`src/rtl/cpu_fetch_s.sv`:
```
// Instruction fetch stage: one outstanding IL1 request, registered output plus a one-entry skid.
// Ack data reaches fet_valid one cycle later; stall holds the output and parks one extra word in the skid.
module cpu_fetch_s #(
    parameter logic [31:0] RESET_PC = 32'h0000_0000,
    parameter logic [31:0] NOP_INST = 32'h0000_0013
) (
    input  logic        fet_clk,
    input  logic        fet_rst_n,
    output logic        fet_il1_req,
    output logic [31:0] fet_il1_addr,
    input  logic        fet_il1_ack,
    input  logic [31:0] fet_il1_data,
    input  logic        fet_stall,
    input  logic        fet_kill,
    input  logic [31:0] fet_redirect_pc,
    output logic [31:0] fet_inst,
    output logic [31:0] fet_pc,
    output logic [31:0] fet_pc_4,
    output logic        fet_valid
);

    typedef enum logic [1:0] {
        S_RUN   = 2'd0,
        S_FULL  = 2'd1,
        S_FLUSH = 2'd2
    } state_t;

    state_t      r_state;
    logic        r_req;
    logic [31:0] r_addr;
    logic        r_valid;
    logic [31:0] r_inst;
    logic [31:0] r_pc;
    logic [31:0] r_pc_4;
    logic        r_skid_vld;
    logic [31:0] r_skid_inst;
    logic [31:0] r_skid_pc;
    logic [31:0] r_redir;

    state_t      w_state_nxt;
    logic        w_req_nxt;
    logic [31:0] w_addr_nxt;
    logic        w_valid_nxt;
    logic [31:0] w_inst_nxt;
    logic [31:0] w_pc_nxt;
    logic        w_skid_vld_nxt;
    logic [31:0] w_skid_inst_nxt;
    logic [31:0] w_skid_pc_nxt;
    logic [31:0] w_redir_nxt;

    logic        w_ack;
    logic        w_out_free;
    logic [31:0] w_redir_al;

    // An ack only counts against a request we are actually driving.
    assign w_ack      = fet_il1_ack & r_req;
    assign w_out_free = ~r_valid | ~fet_stall;
    assign w_redir_al = fet_redirect_pc & ~32'd3;

    always_comb begin
        w_state_nxt     = r_state;
        w_req_nxt       = r_req;
        w_addr_nxt      = r_addr;
        w_valid_nxt     = r_valid;
        w_inst_nxt      = r_inst;
        w_pc_nxt        = r_pc;
        w_skid_vld_nxt  = r_skid_vld;
        w_skid_inst_nxt = r_skid_inst;
        w_skid_pc_nxt   = r_skid_pc;
        w_redir_nxt     = r_redir;

        if (fet_kill) begin
            w_valid_nxt    = 1'b0;
            w_inst_nxt     = NOP_INST;
            w_skid_vld_nxt = 1'b0;
            if (r_req && !fet_il1_ack) begin
                w_state_nxt = S_FLUSH;
                w_redir_nxt = w_redir_al;
            end else begin
                w_state_nxt = S_RUN;
                w_addr_nxt  = w_redir_al;
                w_req_nxt   = 1'b1;
            end
        end else begin
            case (r_state)
                S_RUN: begin
                    w_req_nxt = 1'b1;
                    if (w_ack) begin
                        w_addr_nxt = r_addr + 32'd4;
                        if (w_out_free) begin
                            w_valid_nxt = 1'b1;
                            w_inst_nxt  = fet_il1_data;
                            w_pc_nxt    = r_addr;
                        end else begin
                            w_skid_vld_nxt  = 1'b1;
                            w_skid_inst_nxt = fet_il1_data;
                            w_skid_pc_nxt   = r_addr;
                            w_state_nxt     = S_FULL;
                            w_req_nxt       = 1'b0;
                        end
                    end else if (w_out_free) begin
                        w_valid_nxt = 1'b0;
                        w_inst_nxt  = NOP_INST;
                    end
                end
                S_FULL: begin
                    w_req_nxt = 1'b0;
                    if (!fet_stall || !r_skid_vld) begin
                        w_valid_nxt    = r_skid_vld;
                        w_inst_nxt     = r_skid_vld ? r_skid_inst : NOP_INST;
                        w_pc_nxt       = r_skid_vld ? r_skid_pc : r_pc;
                        w_skid_vld_nxt = 1'b0;
                        w_state_nxt    = S_RUN;
                        w_req_nxt      = 1'b1;
                    end
                end
                S_FLUSH: begin
                    if (w_ack) begin
                        w_state_nxt = S_RUN;
                        w_addr_nxt  = r_redir;
                        w_req_nxt   = 1'b1;
                    end
                end
                default: begin
                    w_state_nxt = S_RUN;
                end
            endcase
        end
    end

    always_ff @(posedge fet_clk or negedge fet_rst_n) begin
        if (!fet_rst_n) begin
            r_state     <= S_RUN;
            r_req       <= 1'b0;
            r_addr      <= RESET_PC;
            r_valid     <= 1'b0;
            r_inst      <= NOP_INST;
            r_pc        <= RESET_PC;
            r_pc_4      <= RESET_PC + 32'd4;
            r_skid_vld  <= 1'b0;
            r_skid_inst <= NOP_INST;
            r_skid_pc   <= RESET_PC;
            r_redir     <= RESET_PC;
        end else begin
            r_state     <= w_state_nxt;
            r_req       <= w_req_nxt;
            r_addr      <= w_addr_nxt;
            r_valid     <= w_valid_nxt;
            r_inst      <= w_inst_nxt;
            r_pc        <= w_pc_nxt;
            r_pc_4      <= w_pc_nxt + 32'd4;
            r_skid_vld  <= w_skid_vld_nxt;
            r_skid_inst <= w_skid_inst_nxt;
            r_skid_pc   <= w_skid_pc_nxt;
            r_redir     <= w_redir_nxt;
        end
    end

    assign fet_il1_req  = r_req;
    assign fet_il1_addr = r_addr;
    assign fet_valid    = r_valid;
    assign fet_inst     = r_inst;
    assign fet_pc       = r_pc;
    assign fet_pc_4     = r_pc_4;

endmodule
```
`config.mk`:
```
export PLATFORM = sky130hd
export DESIGN_NAME = cpu_fetch_s
export DESIGN_NICKNAME = d
export VERILOG_FILES = /design/src/rtl/cpu_fetch_s.sv
export SDC_FILE = /design/constraint.sdc
export NUM_CORES = 1
export LEC_CHECK = 0
export BUFFER_PORTS_ARGS = -buffer_cell sky130_fd_sc_hd__buf_4
export CORE_MARGIN = 2
export CORE_UTILIZATION = 40
export DETAILED_ROUTE_END_ITERATION = 7
export PLACE_DENSITY = 0.66
export SETUP_SLACK_MARGIN = 0.02
export SYNTH_ARGS = -nofsm -noshare
export SYNTH_HDL_FRONTEND = slang
export SYNTH_SLANG_ARGS = --single-unit
```
`constraint.sdc`:
```
create_clock -name fet_clk -period 6 [get_ports fet_clk]
set_input_delay 1.2 -clock fet_clk [delete_from_list [all_inputs] [get_ports fet_clk]]
set_output_delay 1.2 -clock fet_clk [all_outputs]
set_load 0.05 [all_outputs]
```
Yosys cells after proc, flatten, opt, wreduce, memory -nomap -nowiden
Cells that the tools add are included.
{"block": "totals", "regBits": 227, "input_bits": 69, "out_inout_bits": 130, "elab_cells": 86}
{"block": "op_classes", "addsub": 2, "n_eq_ne": 8, "mux": 43, "bitwise_logic": 6, "n_reduce_logical": 16}
{"cell": "two-way mux 32 bit", "n": 15}
{"cell": "one-hot mux 32 bit (2 select lines)", "n": 3}
{"cell": "adder 32 x 3 -> 32 bit (second input constant)", "n": 2}
{"cell": "AND reduction 4 bit", "n": 4}
{"cell": "two-way mux 1 bit", "n": 15}
{"cell": "inequality test 3 bit (second input constant)", "n": 5}
{"cell": "two-way mux 2 bit", "n": 6}
{"cell": "one-hot mux 2 bit (3 select lines)", "n": 1}
{"cell": "AND reduction 3 bit", "n": 2}
{"cell": "nonzero test 3 bit", "n": 2}
{"cell": "inverter 1 bit", "n": 4}
{"cell": "one-hot mux 1 bit (2 select lines)", "n": 2}
{"cell": "nonzero test 4 bit", "n": 1}
{"cell": "logical NOT 1 bit", "n": 3}
{"cell": "one-hot mux 1 bit (3 select lines)", "n": 1}
{"cell": "== test 2 x 1 -> 1 bit (second input constant)", "n": 1}
{"cell": "== test 2 bit (second input constant)", "n": 1}
{"cell": "logical NOT 2 bit", "n": 1}
{"cell": "inequality test 2 bit (second input constant)", "n": 1}
{"cell": "AND reduction 2 bit", "n": 1}
{"cell": "AND 1 bit", "n": 1}
{"cell": "logical AND 1 bit", "n": 1}
{"cell": "logical OR 1 bit", "n": 1}
{"cell": "bitwise OR 1 bit", "n": 1}

Depth between registers and ports, before layout
Gate-level depths: netlist of the first run.
{"block": "depth", "depth_word": 7, "ltp_mapped": 15, "depth_no_buf": 12}

Worst setup path before layout of the first run
No wires, ideal clock.
{"block": "synth_path", "path_type": "input port to flip-flop", "start": "input fet_kill", "end": "register r_pc_4[24], in the netlist fet_pc_4[24]", "setup_ps": 140, "t_arrival_ps": 3618, "required_time_ps": 5860, "path_slack_ps": 2242, "cell_stages": 13, "path_buffers": 5, "cell_sequence": "buf_4 clkbuf_1 inv_1 clkbuf_1 buf_1 nand3_1 nand3_1 ha_1 and3_1 clkbuf_1 nand3_1 nor3_1 xnor2_1"}
{"block": "synth_via", "elab_chain_len": 2}
{"element": "from (decl)", "line": "14", "text": "input logic fet_kill,"}
{"element": "two-way mux 32 bit", "line": "72", "text": "if (fet_kill) begin"}
{"element": "net w_pc_nxt[3]", "line": "45", "text": "logic [31:0] w_pc_nxt;"}
{"element": "adder 32 x 3 -> 32 bit", "line": "151", "text": "r_pc_4 <= w_pc_nxt + 32'd4;"}
{"element": "to (signal assigned)", "line": "139", "text": "r_pc_4 <= RESET_PC + 32'd4;"}
{"element": "to (signal assigned)", "line": "151"}
{"element": "to (decl)", "line": "34", "text": "logic [31:0] r_pc_4;"}
The timed path passes the listed nets, and every way through them passes these cells.
A chain may end at the register's enable or synchronous reset.

Worst setup path after layout of the first run
{"block": "layout_path", "start": "register r_state[0]", "end": "register r_pc_4[26], in the netlist fet_pc_4[26]"}
{"block": "layout_via", "elab_chain_len": 4, "word_cells_on_any_way": 5, "classes_between": "add/sub (1); eq/ne (1); mux (2); reduce/logical (1)"}
{"element": "from (decl)", "line": "28", "text": "state_t r_state;"}
{"element": "from (signal assigned)", "line": "145", "text": "r_state <= w_state_nxt;"}
{"element": "== test 2 x 1 -> 1 bit or logical NOT 2 bit (tied branches)", "line": "85", "text": "case (r_state)"}
{"element": "one-hot mux 32 bit (2 select lines) (*)", "line": "85"}
{"element": "two-way mux 32 bit (*)", "line": "72"}
{"element": "net w_pc_nxt[2]", "line": "45"}
{"element": "adder 32 x 3 -> 32 bit (*)", "line": "151"}
The timed path passes the listed nets; every way through them passes the cells marked *.

==> metrics.txt, run 1 <==
outcome=finished clean; drt via density=5.42; Hold WC Path Type=flip-flop to flip-flop; endpoints failing setup=0; hold slack final=roughly 0.47 ns; maximum level of the CTS H-tree=1; register area share after synthesis=a little over half; worst path cell trace=inv_1 -> ha_1 -> nand2b_4 -> and2_4 -> or3_1 -> a222oi_1 -> inv_1 -> ha_1 -> and3_1 -> nand4_1 -> nor2_1 -> xnor2_1; post-CTS setup buffers=0; global route overflow=0; Clk pwr share=25.9%; detailed-route via count=approximately 8100; first-pass GRT wire length=approximately 45000 microns; Fin. Hold Viols=0; Startpoint Class=flip-flop; setup TNS=0 ns; IO Count=about 200; final instance area=about 13000 sq um; Internal Power=roughly 4 mW; commonest non-fill, non-tap cell in the layout=dfrtp_1; clk sinks=between 200 and 250; filler instances=about 2300; Pwr Density=a little over 500 nW/um^2; Setup CP Type=flip-flop to flip-flop; CORE AREA=about 26000 sq um; Hold Buf Count CTS=0; Placer Congestion=between 0.8 and 0.9; switching pwr=approximately 2.7 mW; number of nets in the layout=~1200; cts bufs inserted=24; worst vdd ir=~0.0004 V; Setup Skew=roughly 0.016 ns; sequential power share=a little over a third; CTS tree=built; Max Cap Violations=0; CP max FO=20; WL/cell=~18 microns; drt pass-1 iters=5; initial antenna violation count=1; Gate power share=38.0%; async set or reset register ratio after synthesis=between 90% and 100%; sequential cell area=5540 sq um; Syn. warnings=0; Die H=around 170 microns; Leak=slightly below 6 nW; Switching Share=40.7%; cells taking the most area after synthesis=dfrtp_1, mux2_2, a21oi_1, nand2_1, nor2_1; Rel. slew slack=between 30% and 40%; Die Width=167 microns; EDFF count, synth=0; Post-Syn Instances=985; RSZ-0062 raised after global routing=no; fmax=234 MHz; commonest non-fill, non-tap cells in the layout=dfrtp_1, buf_4, nand2_1, mux2_2; area delta synth->final=24.7%; Tcrit/Tclk final=between 70% and 80%; Post-Syn Area=10600 sq um; slowest stage cell, crit path=a222oi_1; share of layout cells above drive strength 1=33.1%; Detailed Route WL=approximately 28000 microns; Critical Path RT=around 6.4 ns; GRT Overall Usage=19.8%; Antenna Nets Post-Route=0; vias in the first global route=7942; CTS resizes=0; actual slew at the worst max-slew pin=about 0.91 ns; Worst Setup End Kind=flip-flop; Worst EP arrival=4.67 ns; Netlist cell types=between 60 and 70; Synth Flop Type=dfrtp_1; Starting Density=between 40% and 50%; DRC=0; CTS Buffer Depth=3; Pwr Total=6.75 mW; total die area=around 28000 sq um; row count=around 60; #FFs+latches synth=about 220; Multi-input gate area=4670 sq um; Tmin final=roughly 4.3 ns; Slew Limit Fails=0; top cell type's share of synthesized area=50.6%; Cell Area, Placed=12300 sq um; Synth area leader=dfrtp_1; dpl hpwl=between 15000 and 20000 microns; Avg Cell Area, Syn=between 10 and 15 sq um; clk root buf=clkbuf_16; I/O Buffers=between 150 and 200; clock latency on the worst-skew pair=roughly 0.52 ns; initial drt markers=615; register clock-pin slew on the reported worst setup and hold paths=roughly 0.06 ns; max incr delay on CP=approximately 0.77 ns; pin count of the biggest net entering global routing=between 100 and 150
==> worst max-delay path, delay by kind of cell, from the launching register on <==
kind	cells	cell delay (ns)
flops	1	0.40
fa+ha+maj	2	0.95
compound gates	1	0.77
buf+inv	2	0.28
simple gates	6	1.58
xor+xnor	1	0.15
==> stage by stage <==
stage	setup WS (ns)	instances	utilization, %
CTS	1.72	1494	50.7
global route	1.46	1495	50.7
detailed placement	1.24	1450	47.0
global placement	1.36	1450	47.0
floorplan	2.24	986	-
finish	1.72	1495	50.7
==> state kept, by name, indices dropped and copies added (netlist names) <==
register	cells
r_state	2
fet_pc_4	32
r_redir	30
r_skid_inst	32
r_skid_vld	1
fet_il1_addr	30
fet_inst	32
fet_pc	30
r_skid_pc	30
fet_il1_req	1
fet_valid	1
==> cell type report <==
type	count	share of cell area, %
sequential	221	41.9
multi-input combinational	670	35.4
timing repair buffer	205	11.8
clock buffer	28	4.90
tap	335	3.17
clock inverter	16	2.25
inverter	19	0.540
antenna	1	0.0189
==> cell families (layout without fill, tap and decap cells) <==
kind of cell	after synthesis	count (layout)	share of synthesized area (%)
compound gates	241	241	15.2
xor+xnor	46	46	3.80
simple gates	264	264	12.5
other cells	1	3	0.0354
flops	221	221	52.3
buf+inv	95	268	3.93
mux	112	112	11.7
fa+ha+maj	5	5	0.591
==> power by group through the flow <==
| stage | combinational [mW] | sequential, mW | clock, mW |
|---|---|---|---|
| floorplan | 0.933 | 3.25 | 0 |
| global placement | 2.54 | 2.43 | 0 |
| detailed placement | 2.58 | 2.46 | 0 |
| CTS | 2.59 | 2.43 | 1.78 |
| global route | 2.74 | 2.51 | 1.84 |
| finish | 2.57 | 2.44 | 1.75 |
==> per-layer routing <==
metal  vias to the layer above  GRT usage (%)  share of wire [%]  routed length [microns]
met3                        46           2.59                5.0                     1380
li1                       3827              -                  -                        -
met5                         -              0                  0                        0
met2                       213           29.9                 46                    12600
met4                         0           6.18                2.5                      690
met1                      4010           29.6                 47                    13000
==> cell usage after synthesis (10+ instances only) <==
| library cell | count |
|---|---|
| o21ai_0 | 39 |
| dfrtp_1 | 214 |
| nor2_1 | 73 |
| o31a_1 | 12 |
| mux2i_1 | 19 |
| a22oi_1 | 22 |
| xnor2_1 | 27 |
| nand3_1 | 19 |
| nand2_1 | 94 |
| o22ai_1 | 13 |
| inv_1 | 19 |
| o31ai_1 | 35 |
| a21oi_1 | 71 |
| clkbuf_1 | 52 |
| buf_4 | 10 |
| mux2_2 | 93 |
| xor2_1 | 19 |
==> final timing paths <==
path | depth (start not counted) | slack, ns | start | to
max | 12 | 1.72 | r_state[0]$_DFFE_PN0P_ | fet_pc_4[26]$_DFF_PN0_
min | 2 | 0.47 | fet_inst[3]$_DFFE_PN0P_ | fet_inst[3]$_DFFE_PN0P_
max reg2reg | 12 | 1.72 | r_state[0]$_DFFE_PN0P_ | fet_pc_4[26]$_DFF_PN0_
min reg2reg | 2 | 0.47 | fet_inst[3]$_DFFE_PN0P_ | fet_inst[3]$_DFFE_PN0P_
max in group asynchronous | 2 | 4.21 | fet_rst_n | fet_pc_4[6]$_DFF_PN0_
min in group asynchronous | 1 | 0.70 | fet_rst_n | r_skid_inst[9]$_DFFE_PN0P_
Note: power is estimated with default switching activity, not from simulation.
==> run 2: changes to the inputs <==
--- a/config.mk
+++ b/config.mk
@@ -9,7 +9,7 @@
 export CORE_MARGIN = 2
 export CORE_UTILIZATION = 40
 export DETAILED_ROUTE_END_ITERATION = 7
-export PLACE_DENSITY = 0.66
+export PLACE_DENSITY = 0.68
 export SETUP_SLACK_MARGIN = 0.02
 export SYNTH_ARGS = -nofsm -noshare
 export SYNTH_HDL_FRONTEND = slang
==> constraint.sdc (replaced) <==
create_clock -name fet_clk -period 3.8 [get_ports fet_clk]
set_input_delay 0.76 -clock fet_clk [delete_from_list [all_inputs] [get_ports fet_clk]]
set_output_delay 0.76 -clock fet_clk [all_outputs]
set_load 0.05 [all_outputs]
==> run 2 against run 1 <==
Critical path type unchanged. Sequential power increased by 56%. Cell count increased by 1.3%. Count of clock-buffer cells in the layout increased by 4. Power increased by 57%. Fmax increased by 33%.
==> metrics.txt, run 2 (synthesis gave the netlist of run 1 again) <==
outcome=finished clean; Layout Cells excl Fill=roughly 1500; ant diodes=0; CTS resizes=0; detailed-route via count=~8200; GRT Overall Usage=19.6%; Die H=167 microns; Clk pwr share=about a quarter; total die area=roughly 28000 sq um; first-pass GRT wire length=44200 microns; vias in the first global route=around 8000; Slew Limit Fails=0; Tcrit/Tclk final=84.3%; Gate power share=about two fifths; switching pwr=~4.3 mW; Antenna Nets Post-Route=0; post-CTS setup buffers=0; Hold Buf Count CTS=0; cts bufs inserted=25; Worst Setup End Kind=flip-flop; WL/cell=18.4 microns; worst vdd ir=around 0.00067 V; share of layout cells above drive strength 1=between 30% and 40%; max incr delay on CP=0.46 ns; endpoints failing setup=0; initial antenna violation count=0; Placed Instances=approximately 1500; setup TNS=0 ns; CTS Buffer Depth=3; number of nets in the layout=between 1000 and 1500; clk root buf=clkbuf_16; Internal Power=between 6 and 7 mW; maximum level of the CTS H-tree=1; initial drt markers=around 600; clock latency on the worst-skew pair=~0.53 ns; Hold WC Path Type=input pin to asynchronous set/reset pin; CP most frequent cell=nor3_2; CP max FO=between 40 and 50; DRC=0; Setup CP Type=flip-flop to flip-flop; Placer Congestion=just over 0.8; instance count on the critical path=11; CP delay by family, top=simple AND/OR/NAND/NOR gates; CORE AREA=26100 sq um; Critical Path RT=between 4 and 5 ns; filler instances=2335; Worst EP arrival=approximately 3.7 ns; Leak=between 5 and 6 nW; slowest stage cell, crit path=buf_4; Critical path buffers and inverters=2; post-layout util=about half; actual slew at the worst max-slew pin=roughly 0.93 ns; Startpoint Class=flip-flop; IO Count=199; worst path cell trace=inv_1 -> ha_2 -> buf_4 -> nand4b_1 -> o31a_1 -> o2111ai_2 -> o2111ai_1 -> nor3_2 -> nand4_2 -> nor3_2 -> xor2_1; Fin. Hold Viols=0; commonest non-fill, non-tap cell in the layout=buf_4; Tmin final=around 3.2 ns; global route overflow=0; Rel. slew slack=37.5%; register clock-pin slew on the reported worst setup and hold paths=approximately 0.06 ns; Die Width=167 microns; area delta synth->final=25.7%; clk sinks=between 200 and 250; sequential cell area=5540 sq um; commonest non-fill, non-tap cells in the layout=buf_4, dfrtp_1, nand2_1; Switching Share=around two fifths; I/O Buffers=between 150 and 200; pin count of the biggest net entering global routing=110; CTS tree=built; dpl hpwl=slightly below 20000 microns; reg2reg path depth=11; drt pass-1 iters=5; fmax=~310 MHz; Pwr Density=roughly 800 nW/um^2; row count=59; Multi-input gate area=4670 sq um; Detailed Route WL=about 28000 microns; Max Cap Violations=0; Setup Skew=~0.024 ns; RSZ-0062 raised after global routing=no; Starting Density=about 41%; drt via density=around 5.4; sequential power share=between 30% and 40%; Cell Area, Placed=about 12000 sq um; Pwr Total=approximately 11 mW; final instance area=between 10000 and 15000 sq um
[run 2: changes by cell type in the layout (fill, tap and decap cells not counted), sizes merged]
cell      previous run  this run
clkinvlp             4         1
buf                205       224
inv                 19        20
clkbuf              28        32
diode                1         0
bufinv               8         6
clkinv               4         5
[run 2: area by class of cell]
class,instances,share of cell area (%)
Inverter,19,0.536
Tap cell,335,3.15
Sequential cell,221,41.6
Clock buffer,32,5.12
Clock inverter,13,1.69
Timing Repair Buffer,224,12.8
Multi-Input combinational cell,670,35.1
[run 2: per-stage QoR]
step / hold WS, ns / setup slack (ns)
5_1_grt: 0.372 / 0.314
4_1_cts: 0.342 / 0.564
3_3_place_gp: 0.463 / 0.378
3_5_place_dp: 0.467 / 0.323
6_report: 0.308 / 0.596
2_1_floorplan: 0.456 / 0.482
[run 2: power groups by stage]
stage	logic [mW]	registers, mW	clock network, mW
2_1_floorplan	1.47	5.13	0
3_3_place_gp	4.10	3.81	0
3_5_place_dp	4.16	3.84	0
4_1_cts	4.18	3.80	2.70
5_1_grt	4.41	3.92	2.81
6_report	4.15	3.81	2.65
[run 2: worst register-to-register path, cell delays in order (launching register included)]
cell and delay [ns]:
dfrtp_1 0.39, inv_1 0.09, ha_2 0.25, buf_4 0.46, nand4b_1 0.16, o31a_1 0.16
o2111ai_2 0.30, o2111ai_1 0.26, nor3_2 0.38, nand4_2 0.31, nor3_2 0.22, xor2_1 0.16
[run 2: path summary, 6_finish.rpt]
check | from | end | slack [ns]
worst max-delay path | r_state[1]$_DFFE_PN0P_ | fet_pc_4[27]$_DFF_PN0_ | 0.60
worst min-delay path | fet_rst_n | r_skid_inst[9]$_DFFE_PN0P_ | 0.31
worst max register to register | r_state[1]$_DFFE_PN0P_ | fet_pc_4[27]$_DFF_PN0_ | 0.60
worst min register to register | fet_inst[17]$_DFFE_PN0P_ | fet_inst[17]$_DFFE_PN0P_ | 0.48
max in group asynchronous | fet_rst_n | fet_pc_4[2]$_DFF_PN1_ | 2.52
min in group fet_clk | fet_redirect_pc[18] | r_redir[18]$_DFFE_PN0P_ | 0.47
[run 2: metal layers]
layer / up-vias / track usage, % / routed length (microns)
met5: - / 0 / 0
met4: 0 / 4.01 / 397
met3: 27 / 3.73 / 1700
met2: 213 / 31.9 / 13100
met1: 4058 / 27.6 / 12700
li1: 3870 / - / -
==> run 3: changes to the inputs <==
--- a/config.mk
+++ b/config.mk
@@ -5,6 +5,7 @@
 export SDC_FILE = /design/constraint.sdc
 export NUM_CORES = 1
 export LEC_CHECK = 0
+export ABC_AREA = 1
 export BUFFER_PORTS_ARGS = -buffer_cell sky130_fd_sc_hd__buf_4
 export CORE_MARGIN = 2
 export CORE_UTILIZATION = 40
==> constraint.sdc (replaced) <==
create_clock -name fet_clk -period 2.9 [get_ports fet_clk]
set_input_delay 0.58 -clock fet_clk [delete_from_list [all_inputs] [get_ports fet_clk]]
set_output_delay 0.58 -clock fet_clk [all_outputs]
set_load 0.05 [all_outputs]
==> run 3 against run 2 <==
Cell count increased by 33%. Hold slack lost 0.28 ns. First-iteration DRC count is 50% higher. Final area up 4.1%. Count of clock-buffer cells in the layout up 1. Sequential power is 45% higher. Flip-flop and latch count unchanged. Utilization shrank 0.94 points. Synthesized area is 5.2% higher. Fmax rose by 23%. Routed wire length is 14% higher. Critical endpoint is now fet_pc_4[22]$_DFF_PN0_. Largest power group unchanged.
==> metrics.txt, run 3 <==
cells taking the most area after synthesis=dfrtp_1, nand2_1, o21ai_0, inv_1, nor2_1; async set or reset register ratio after synthesis=100%; drt pass-1 iters=5; register area share after synthesis=49.7%; fmax=about 380 MHz; reg-to-reg critical path startpoint=r_state[1]$_DFFE_PN0P_; Layout Cells excl Fill=just over 2000; number of nets in the layout=between 1500 and 2000; vias in the first global route=9596; Rel. slew slack=56.2%; Placer Congestion=~0.94; actual slew at the worst max-slew pin=approximately 0.66 ns; Avg Cell Area, Syn=just under 8 sq um; Synth Flop Type=dfrtp_1; detailed-route via count=approximately 10000; I/O Buffers=194; global route overflow=0; sequential cell area=5540 sq um; Setup Skew=between 0.02 and 0.025 ns; Critical Path RT=~3.3 ns; Max Cap Violations=0; Startpoint Class=flip-flop; drt via density=about 5; Cell Area, Placed=~13000 sq um; Antenna Nets Post-Route=0; Die Width=roughly 170 microns; EDFF count, synth=0; synth cell count leaders=nand2_1, dfrtp_1, o21ai_0; largest family of logic cells by synthesized area=simple AND/OR/NAND/NOR gates; Starting Density=40.3%; CORE AREA=between 20000 and 30000 sq um; pin count of the biggest net entering global routing=79; commonest non-fill, non-tap cells in the layout=nand2_1, buf_4, dfrtp_1; Setup CP Type=flip-flop to flip-flop; Tmin final=2.62 ns; Post-Syn Instances=1437; share of layout cells above drive strength 1=about a fifth; Leak=just under 7 nW; register clock-pin slew on the reported worst setup and hold paths=approximately 0.06 ns; xor and xnor fraction of the mapped netlist area=roughly 2%; most common cell in the netlist=nand2_1; Multi-input gate area=approximately 4700 sq um; maximum level of the CTS H-tree=1; Synth Area in Compound Gates=14.6%; ant diodes=0; top cell type's share of synthesized area=between 40% and 50%; total die area=about 29000 sq um; RSZ-0062 raised after global routing=no; clk sinks=221; CTS Buffer Depth=3; initial antenna violation count=0; reg2reg path depth=15; CP max FO=5; Simple-Gate Fraction of Synth Area=roughly a quarter; cts bufs inserted=24; outcome=finished clean; Syn. warnings=0; Placed Instances=1971; first-pass GRT wire length=50800 microns; Hold WC Path Type=input pin to asynchronous set/reset pin; Worst Setup SP=r_state[1]$_DFFE_PN0P_; Worst EP arrival=a little over 3 ns; worst vdd ir=0.000549 V; dpl hpwl=about 23000 microns; initial drt markers=around 900; Synth area leader=dfrtp_1; Die H=approximately 170 microns; final instance area=~14000 sq um; Netlist cell types=37; row count=61; CTS tree=built; DRC=0; IO Count=between 150 and 200; clk root buf=clkbuf_16; filler instances=approximately 2700; setup TNS=0 ns; area delta synth->final=24.3%; FF-to-FF setup slack=about 0.28 ns; #FFs+latches synth=~220; Detailed Route WL=approximately 32000 microns; Post-Synth Adder-Cell Area=0.561%; Pwr Density=1240 nW/um^2; WL/cell=15.8 microns; Post-Syn Area=between 10000 and 15000 sq um; Slew Limit Fails=0; endpoints failing setup=0; Hold Buf Count CTS=0; post-synthesis mux area share=less than 1%; Pwr Total=roughly 17 mW; commonest non-fill, non-tap cell in the layout=nand2_1; clock latency on the worst-skew pair=0.54 ns; Worst Setup End Kind=flip-flop; Tcrit/Tclk final=between 90% and 100%; Fin. Hold Viols=0; GRT Overall Usage=between 20% and 30%
[run 3: repair_timing]
item / CTS / global route
hold endpoints to repair: 0 / 0
setup buffers: 0 / 0
gates resized for setup: 0 / 1
endpoints found under the setup margin: 0 / 3
[run 3: cells by family (layout without fill, tap and decap cells)]
family,count (synthesis),count (layout)
other cells,1,2
mux,7,7
xor+xnor,26,26
simple gates,660,660
fa+ha+maj,5,5
compound gates,298,298
flops,221,221
buf+inv,219,418
[run 3: layout make-up]
type | count | share of cell area (%)
Clock buffer | 33 | 5.09
Clock inverter | 11 | 0.949
Inverter | 150 | 4.07
Multi-Input combinational cell | 998 | 34.1
Sequential cell | 221 | 40.0
Tap cell | 378 | 3.41
Timing Repair Buffer | 224 | 12.4
[run 3: worst max-delay path: stages (launching register included)]
cell     delay [ns]
dfrtp_1        0.39
inv_1          0.09
ha_1           0.18
inv_2          0.09
nor2_1         0.13
nand2_2        0.07
o22ai_1        0.33
a21o_1         0.23
ha_1           0.24
nand2_1        0.07
nor2_1         0.13
nand2_2        0.16
nor2_4         0.20
nand2_1        0.07
nand2_1        0.06
nand2_1        0.05
[run 3: worst paths after layout]
path,endpoint
setup / recovery,fet_pc_4[22]$_DFF_PN0_
hold / removal,fet_inst[5]$_DFFE_PN0P_
setup reg to reg,fet_pc_4[22]$_DFF_PN0_
hold reg to reg,fet_inst[4]$_DFFE_PN1P_
max in group asynchronous,fet_inst[4]$_DFFE_PN1P_
min in group fet_clk,r_skid_inst[31]$_DFFE_PN0P_
[run 3: stage by stage]
step	setup WS, ns	utilization (%)	hold WS [ns]
global route	0.0468	50.1	0.0755
finish	0.285	50.1	0.0305
detailed placement	0.247	47.1	0.459
global placement	0.268	47.1	0.460
CTS	0.301	50.1	0.0625
floorplan	0.398	-	0.284
[run 3: routing by layer]
layer / GRT usage (%) / vias to the layer above / routed length, microns
li1: - / 4970 / -
met1: 31.7 / 4746 / 14800
met2: 34.1 / 326 / 14300
met3: 3.12 / 45 / 2000
met4: 6.41 / 0 / 730
met5: 0 / - / 0
[run 3: where the power goes]
part	switching, mW	internal [mW]
Combinational	6.02	2.37
Sequential	1.05	4.47
Clock	1.31	1.89
